File: config.mk
export PLATFORM = sky130hd
export DESIGN_NAME = multicycle_ctrl
export DESIGN_NICKNAME = d
export VERILOG_FILES = /design/src/rtl/mips_pkg.sv /design/src/rtl/multicycle_ctrl.sv
export SDC_FILE = /design/constraint.sdc
export NUM_CORES = 1
export LEC_CHECK = 0
export ABC_AREA = 0
export CORE_MARGIN = 3
export CORE_UTILIZATION = 40
export CTS_BUF_LIST = sky130_fd_sc_hd__clkbuf_4 sky130_fd_sc_hd__clkbuf_8
export DETAILED_ROUTE_END_ITERATION = 10
export PLACE_DENSITY = 0.66
export REMOVE_ABC_BUFFERS = 1
export SLEW_MARGIN = 15
export SYNTH_ARGS = -nofsm -noshare
export SYNTH_HDL_FRONTEND = slang
export SYNTH_SLANG_ARGS = --single-unit
File: constraint.sdc
create_clock -name clk -period 2.7 [get_ports clk]
set_clock_uncertainty 0.05 [all_clocks]
set_input_delay 0.405 -clock clk [delete_from_list [all_inputs] [get_ports clk]]
set_output_delay 0.405 -clock clk [all_outputs]
set_load 0.01 [all_outputs]
File: src/rtl/mips_pkg.sv
// Shared multicycle MIPS definitions: opcodes, ALU control op codes and
// datapath mux encodings used by the main control FSM and the ALU decoder.
package mips_pkg;

  localparam logic [5:0] OP_RTYPE = 6'b000000;
  localparam logic [5:0] OP_LW    = 6'b100011;
  localparam logic [5:0] OP_SW    = 6'b101011;
  localparam logic [5:0] OP_BEQ   = 6'b000100;
  localparam logic [5:0] OP_J     = 6'b000010;
  localparam logic [5:0] OP_ADDIU = 6'b001001;

  typedef enum logic [1:0] {
    ALU_OP_ADD   = 2'b00,
    ALU_OP_SUB   = 2'b01,
    ALU_OP_FUNCT = 2'b10
  } alu_ct_op_e;

  typedef enum logic [1:0] {
    SRC_B_REG     = 2'b00,
    SRC_B_FOUR    = 2'b01,
    SRC_B_IMM     = 2'b10,
    SRC_B_IMM_SH2 = 2'b11
  } alu_src_b_e;

  typedef enum logic [1:0] {
    PC_SRC_ALU    = 2'b00,
    PC_SRC_ALUOUT = 2'b01,
    PC_SRC_JUMP   = 2'b10
  } pc_source_e;

endpackage

File: src/rtl/multicycle_ctrl.sv
// Main control FSM of the multicycle MIPS datapath: walks fetch/decode/
// execute/memory/writeback, drives all datapath controls, counts retirements.
module multicycle_ctrl
  import mips_pkg::*;
#(
  parameter int unsigned CNT_W        = 32,
  parameter int unsigned MEM_WAIT_MAX = 255
) (
  input  logic             clk,
  input  logic             rst,
  input  logic [5:0]       opcode,
  input  logic             mem_ready,
  output logic             pc_write,
  output logic             pc_write_cond,
  output logic             i_or_d,
  output logic             mem_read,
  output logic             mem_write,
  output logic             ir_write,
  output logic             mem_to_reg,
  output logic             reg_dst,
  output logic             reg_write,
  output logic             alu_src_a,
  output logic [1:0]       alu_src_b,
  output logic [1:0]       alu_ct_op,
  output logic [1:0]       pc_source,
  output logic             illegal_op,
  output logic             mem_timeout,
  output logic [CNT_W-1:0] instr_retired
);

  typedef enum logic [3:0] {
    S_RESET, S_FETCH, S_DECODE, S_MEM_ADDR, S_MEM_RD, S_MEM_WB, S_MEM_WR,
    S_R_EXEC, S_R_WB, S_I_EXEC, S_I_WB, S_BRANCH, S_JUMP
  } state_e;

  state_e           state_q, state_d;
  logic [7:0]       wait_q, wait_d;
  logic             illegal_q, illegal_d;
  logic             timeout_q, timeout_d;
  logic [CNT_W-1:0] retired_q, retired_d;
  logic             retire;

  function automatic logic is_mem(input state_e s);
    return (s == S_FETCH) || (s == S_MEM_RD) || (s == S_MEM_WR);
  endfunction

  always_ff @(posedge clk or posedge rst) begin
    if (rst) begin
      state_q   <= S_RESET;
      wait_q    <= '0;
      illegal_q <= 1'b0;
      timeout_q <= 1'b0;
      retired_q <= '0;
    end else begin
      state_q   <= state_d;
      wait_q    <= wait_d;
      illegal_q <= illegal_d;
      timeout_q <= timeout_d;
      retired_q <= retired_d;
    end
  end

  always_comb begin
    state_d       = state_q;
    illegal_d     = illegal_q;
    retire        = 1'b0;
    pc_write      = 1'b0;
    pc_write_cond = 1'b0;
    i_or_d        = 1'b0;
    mem_read      = 1'b0;
    mem_write     = 1'b0;
    ir_write      = 1'b0;
    mem_to_reg    = 1'b0;
    reg_dst       = 1'b0;
    reg_write     = 1'b0;
    alu_src_a     = 1'b0;
    alu_src_b     = SRC_B_REG;
    alu_ct_op     = ALU_OP_ADD;
    pc_source     = PC_SRC_ALU;

    unique case (state_q)
      S_RESET: state_d = S_FETCH;
      S_FETCH: begin
        mem_read  = 1'b1;
        alu_src_b = SRC_B_FOUR;
        if (mem_ready) begin
          ir_write = 1'b1;
          pc_write = 1'b1;
          state_d  = S_DECODE;
        end
      end
      S_DECODE: begin
        alu_src_b = SRC_B_IMM_SH2;
        unique case (opcode)
          OP_LW, OP_SW: state_d = S_MEM_ADDR;
          OP_RTYPE:     state_d = S_R_EXEC;
          OP_BEQ:       state_d = S_BRANCH;
          OP_J:         state_d = S_JUMP;
          OP_ADDIU:     state_d = S_I_EXEC;
          default: begin
            illegal_d = 1'b1;
            state_d   = S_FETCH;
          end
        endcase
      end
      S_MEM_ADDR: begin
        alu_src_a = 1'b1;
        alu_src_b = SRC_B_IMM;
        state_d   = (opcode == OP_LW) ? S_MEM_RD : S_MEM_WR;
      end
      S_MEM_RD: begin
        mem_read = 1'b1;
        i_or_d   = 1'b1;
        if (mem_ready) state_d = S_MEM_WB;
      end
      S_MEM_WB: begin
        reg_write  = 1'b1;
        mem_to_reg = 1'b1;
        retire     = 1'b1;
        state_d    = S_FETCH;
      end
      S_MEM_WR: begin
        mem_write = 1'b1;
        i_or_d    = 1'b1;
        if (mem_ready) begin
          retire  = 1'b1;
          state_d = S_FETCH;
        end
      end
      S_R_EXEC: begin
        alu_src_a = 1'b1;
        alu_ct_op = ALU_OP_FUNCT;
        state_d   = S_R_WB;
      end
      S_R_WB: begin
        reg_write = 1'b1;
        reg_dst   = 1'b1;
        retire    = 1'b1;
        state_d   = S_FETCH;
      end
      S_I_EXEC: begin
        alu_src_a = 1'b1;
        alu_src_b = SRC_B_IMM;
        state_d   = S_I_WB;
      end
      S_I_WB: begin
        reg_write = 1'b1;
        retire    = 1'b1;
        state_d   = S_FETCH;
      end
      S_BRANCH: begin
        alu_src_a     = 1'b1;
        alu_ct_op     = ALU_OP_SUB;
        pc_write_cond = 1'b1;
        pc_source     = PC_SRC_ALUOUT;
        retire        = 1'b1;
        state_d       = S_FETCH;
      end
      S_JUMP: begin
        pc_write  = 1'b1;
        pc_source = PC_SRC_JUMP;
        retire    = 1'b1;
        state_d   = S_FETCH;
      end
      default: state_d = S_FETCH;
    endcase

    retired_d = retire ? retired_q + CNT_W'(1) : retired_q;

    // Wait count restarts whenever a memory state is newly entered and
    // saturates so a very long stall cannot wrap back below the limit.
    wait_d    = wait_q;
    timeout_d = timeout_q;
    if ((state_d != state_q) && is_mem(state_d)) begin
      wait_d = '0;
    end else if (is_mem(state_q) && !mem_ready && (wait_q != '1)) begin
      wait_d = wait_q + 8'd1;
    end
    if (is_mem(state_q) && !mem_ready && (wait_q == 8'(MEM_WAIT_MAX - 1))) begin
      timeout_d = 1'b1;
    end
  end

  assign illegal_op    = illegal_q;
  assign mem_timeout   = timeout_q;
  assign instr_retired = retired_q;

endmodule

Word level (Yosys, flattened, before mapping)
Index checks and enable logic that the tools add are counted.
{ "totals": {"reg_bits": 46, "inputBits": 9, "out_inout_bits": 50, "wordCells": 74} }
{ "op_classes": {"n_addsub": 2, "eq_ne": 23, "muxes": 23, "n_bitwise": 1, "reduce_logical": 20} }
{ "ops": {"columns": ["op", "n"], "rows": [
  ["32-bit by 1-bit adder with 32-bit output, second input constant", 1],
  ["4-bit one-hot mux with 7 select lines", 1],
  ["4-bit by 3-bit equality test with 1-bit output, second input constant", 6],
  ["4-bit equality test, second input constant", 5],
  ["4-bit one-hot mux with 5 select lines", 1],
  ["8-bit 2-to-1 mux", 2],
  ["6-bit equality test, second input constant", 2],
  ["4-bit 2-to-1 mux", 3],
  ["1-bit 2-to-1 mux", 10],
  ["8-bit by 1-bit adder with 8-bit output, second input constant", 1],
  ["4-bit by 1-bit equality test with 1-bit output, second input constant", 2],
  ["4-bit by 2-bit equality test with 1-bit output, second input constant", 2],
  ["8-bit equality test, second input constant", 1],
  ["8-bit != test, second input constant", 1],
  ["2-bit one-hot mux with 2 select lines", 2],
  ["2-bit OR reduction", 4],
  ["6-bit by 2-bit equality test with 1-bit output, second input constant", 1],
  ["6-bit by 3-bit equality test with 1-bit output, second input constant", 1],
  ["6-bit by 4-bit equality test with 1-bit output, second input constant", 1],
  ["6-bit zero test", 1],
  ["2-bit one-hot mux with 3 select lines", 1],
  ["6-bit OR reduction", 1],
  ["5-bit OR reduction", 1],
  ["1-bit logical AND", 4],
  ["other kinds (10)", 14]
]} }

Depth between registers and ports, before layout
Gate-level depths: netlist (run 1).
{ "logic_depth": {"ltp_word": 9, "depth_mapped": 9, "ltp_nobuf": 6} }

Worst setup path after synthesis (run 1)
OpenSTA, ideal clock, no wires.
{ "synth_path": {"path_type": "register -> register", "start": "register retired_q[13], in the netlist instr_retired[13]", "end": "register retired_q[31], in the netlist instr_retired[31]", "setup_ns": 0.079, "arrival_ns": 1.971, "required_ns": 2.571, "slack_ns": 0.600, "stages_incl_launch_ff": 8, "n_path_buf": 1, "period_less_slack_ns": 2.100, "cell_sequence": "dfrtp_1 and3_1 nand4_1 nor4_4 or4b_1 buf_2 nor3_4 xor2_1"} }
{ "synth_via": {"elab_chain_cells": 1} }
{ "synth_lines": {"columns": ["item", "line", "source"], "rows": [
  ["from (decl)", "multicycle_ctrl.sv:40", "logic [CNT_W-1:0] retired_q, retired_d;"],
  ["from (signal assigned)", "multicycle_ctrl.sv:59", "retired_q <= retired_d;"],
  ["32-bit by 1-bit adder with 32-bit output", "multicycle_ctrl.sv:168", "retired_d = retire ? retired_q + CNT_W'(1) : retired_q;"]
]} }
Every way passes these cells.
A chain may end at the register's enable or synchronous reset.

Worst setup path after layout (run 1)
{ "layout_path": {"start": "register state_q[1]", "end": "output port pc_write"} }
{ "layout_via": {"elab_chain_cells": 2, "elab_cells_between_ends": 3, "cone_classes": "eq/ne (2); mux (1)"} }
{ "layout_lines": {"columns": ["item", "line", "source"], "rows": [
  ["from (decl)", "multicycle_ctrl.sv:36", "state_e state_q, state_d;"],
  ["from (signal assigned)", "multicycle_ctrl.sv:55", "state_q <= state_d;"],
  ["4-bit equality test / 4-bit by 1-bit equality test with 1-bit output (equally long branches)", "multicycle_ctrl.sv:81", "unique case (state_q)"],
  ["1-bit one-hot mux with 2 select lines *", "multicycle_ctrl.sv:81", null],
  ["to (decl)", "multicycle_ctrl.sv:13", "output logic pc_write,"]
]} }
Mark *: on every way between the ends. The rest lies on a longest branch, timed or not.

==> metrics.txt, run 1 <==
antenna violations before repair 0; number of fillers in the final layout 551; post-CTS resize count 0; register area share after synthesis 43.9%; row cnt 28; Initial Util 42.8%; Post-Syn Area 2620 um^2; met2 Resource Use GR 23.7%; Routed WL 5590 um; CTS Sinks 46; Root Driver clkbuf_8; antenna-violating nets left 0; DR WL/cell 13.3 um; RR Endpoint instr_retired[25]$_DFFE_PP0P_; CP required 2.25 ns; Reg2Reg Depth 6; P&R area growth vs syn 31.6%; Hold WC Path Type in2async; Slew HR 65.5%; CTS H-tree lvls 2; via count 2216; residual DRC count 0; clock tree buffer depth 2; top post-synthesis cells by count dfrtp_1 (46), nor2_1 (22), xnor2_1 (22), nand2_1 (19), inv_1 (14); Critical Path Sink Type primary output; power per standard cell area 694 nW/um^2; vias in the first global route 2095; DIE HEIGHT 87.0 um; Main synth FF type dfrtp_1; Die Wd 87.0 um; post-route minimum period 2.50 ns; Final TNS setup 0 ns; GRT met1 Usage 22.2%; GR peak layer met2; total power 2.40 mW; DRT iter0 DRCs 138; Synth area leaders dfrtp_1 (44%), xnor2_1 (7.3%), xor2_1 (3.7%); Max rail drop VDD 0.341 mV; Fin. Hold Viols 0; Setup Slack @ Placement 0.0445 ns; # Post-CTS Setup Buffers 0; Critical R2R Launch state_q[2]$_DFF_PP0_; CTS Hold Bufs 0; first-pass GRT wire length 9620 um; post-synth cell types 55; Slew @ Worst Pin 0.517 ns; EDFF count, synth 0; I/O Buffers 58; fraction of layout cells with a size suffix above 1 11.0%; maximum fanout along the worst path 9; GR Util met3 3.88%; Crit Path Category reg2out; Ys Warns 0; run status finished clean; maximum clock frequency 0.400 GHz; hold_ws 0.415 ns; largest net degree at the start of global routing 26; Synth area leader dfrtp_1; top-area cell type share of the netlist area 43.9%; # diodes 0; setup violators final 0; RSZ-0062 raised after global routing false; leak pwr 1.45 nW; Core ar. 6130 um^2; MaxCap Viol Count 0; R2R Setup Slk 0.36 ns; CTS clk-pin slew, worst paths 0.08 ns; flops & latches, synth 46; most frequent cell after synthesis dfrtp_1; TritonCTS clock tree yes; Via-to-Cell Ratio 5.26; Post-synth ARST share 100%; post-synthesis cell count 276; arrival time worst endpoint 2.04 ns; I/O pin cnt 59; gr usage total 15.7%; Final HPWL DP 4230 um; Final Util 56.3%; Pre-Repair DR Iteration Count 6; final period utilization 92.6%; fin worst setup slack 0.200 ns; Avg Cell Area, Syn 9.50 um^2; worst skew pair latency 0.29 ns; die footprint 7560 um^2; CP Launch Type flip-flop; total gr overflow 0; Final Slew Violations 0; CTS Buf Count 5; Layout Nets 358; GP Congestion 0.865
==> worst max path at each step <==
stage	startpoint	to	slack [ns]	depth (start not counted)
floorplan	state_q[3]$_DFF_PP0_	instr_retired[31]$_DFFE_PP0P_	0.43	6
CTS	state_q[0]$_DFF_PP0_	pc_write	0.03	4
global placement	opcode[1]	wait_q[5]$_DFFE_PP0P_	0.08	7
finish	state_q[1]$_DFF_PP0_	pc_write	0.20	4
global route	state_q[1]$_DFF_PP0_	pc_write	0.05	4
detailed placement	opcode[1]	wait_q[5]$_DFFE_PP0P_	0.04	7
==> layer usage <==
layer | routed length [um] | share of wire, %
met5 | 0 | 0
met4 | 57 | 1.0
met3 | 193 | 3.5
met2 | 2600 | 46
met1 | 2740 | 49
==> placed cells by master (no fill, tap or decap), drive strengths merged, types with 2 or more instances in the layout <==
| master | n |
|---|---|
| clkdlybuf4s50 | 58 |
| dfrtp | 46 |
| nor2 | 22 |
| xnor2 | 22 |
| nand2 | 19 |
| buf | 17 |
| inv | 14 |
| nand3 | 14 |
| nor3 | 12 |
| xor2 | 11 |
| a21oi | 10 |
| o21ai | 10 |
| nand2b | 8 |
| nand4 | 7 |
| clkbuf | 7 |
| nor4 | 5 |
| a21o | 4 |
| a31oi | 4 |
| nor2b | 4 |
| o22a | 4 |
| and4 | 4 |
| nand4b | 3 |
| or2 | 3 |
| or3 | 3 |
| o21bai | 3 |
| and3 | 3 |
| ha | 3 |
| nand3b | 2 |
| nor3b | 2 |
| a2111oi | 2 |
| o22ai | 2 |
| nor4b | 2 |
| and2 | 2 |
==> worst max-delay path: stages, from the launching register on <==
cell             delay (ns)
dfrtp_1                0.47
nand2b_1               0.28
nor4b_2                0.32
or2_2                  0.15
clkdlybuf4s50_1        0.53
==> sequential cells by signal, indices dropped and copies added, names as in the netlist <==
| signal | cells |
|---|---|
| mem_timeout | 1 |
| illegal_op | 1 |
| state_q | 4 |
| instr_retired | 32 |
| wait_q | 8 |
==> per-stage QoR <==
stage	instances	cell area, um^2
after detailed placement	414	3360
after CTS	421	3440
final	421	3450
after global routing	421	3450
after floorplan	264	2560
after global placement	414	3360
==> cell families after synthesis <==
| family | after synthesis | synth area share [%] |
|---|---|---|
| compound gates | 47 | 12.0 |
| xor+xnor | 33 | 11.0 |
| fa+ha+maj | 3 | 1.43 |
| buf+inv | 26 | 4.44 |
| flops | 46 | 43.9 |
| mux | 2 | 0.811 |
| simple gates | 119 | 26.4 |
==> final cells by class <==
type	instances	area [um^2]	share of cell area [%]
Tap cell	75	93.8	2.72
Inverter	14	52.6	1.52
Multi-Input combinational cell	204	1360	39.4
Sequential cell	46	1150	33.4
Timing Repair Buffer	75	708	20.5
Clock buffer	7	83.8	2.43
==> where the power goes <==
part | switching, mW | total, mW | internal (mW)
clock | 0.210 | 0.408 | 0.199
combinational | 0.521 | 1.06 | 0.535
sequential | 0.148 | 0.932 | 0.783
(Power assumes the default switching activity.)
==> run 2, diff against run 1 <==
--- a/config.mk
+++ b/config.mk
@@ -12,6 +12,7 @@
 export DETAILED_ROUTE_END_ITERATION = 10
 export PLACE_DENSITY = 0.66
 export REMOVE_ABC_BUFFERS = 1
+export SKIP_LAST_GASP = 1
 export SLEW_MARGIN = 15
 export SYNTH_ARGS = -nofsm -noshare
 export SYNTH_HDL_FRONTEND = slang
==> results of run 2 <==
The final DEF is identical to that of run 1; final timing and power are the same.
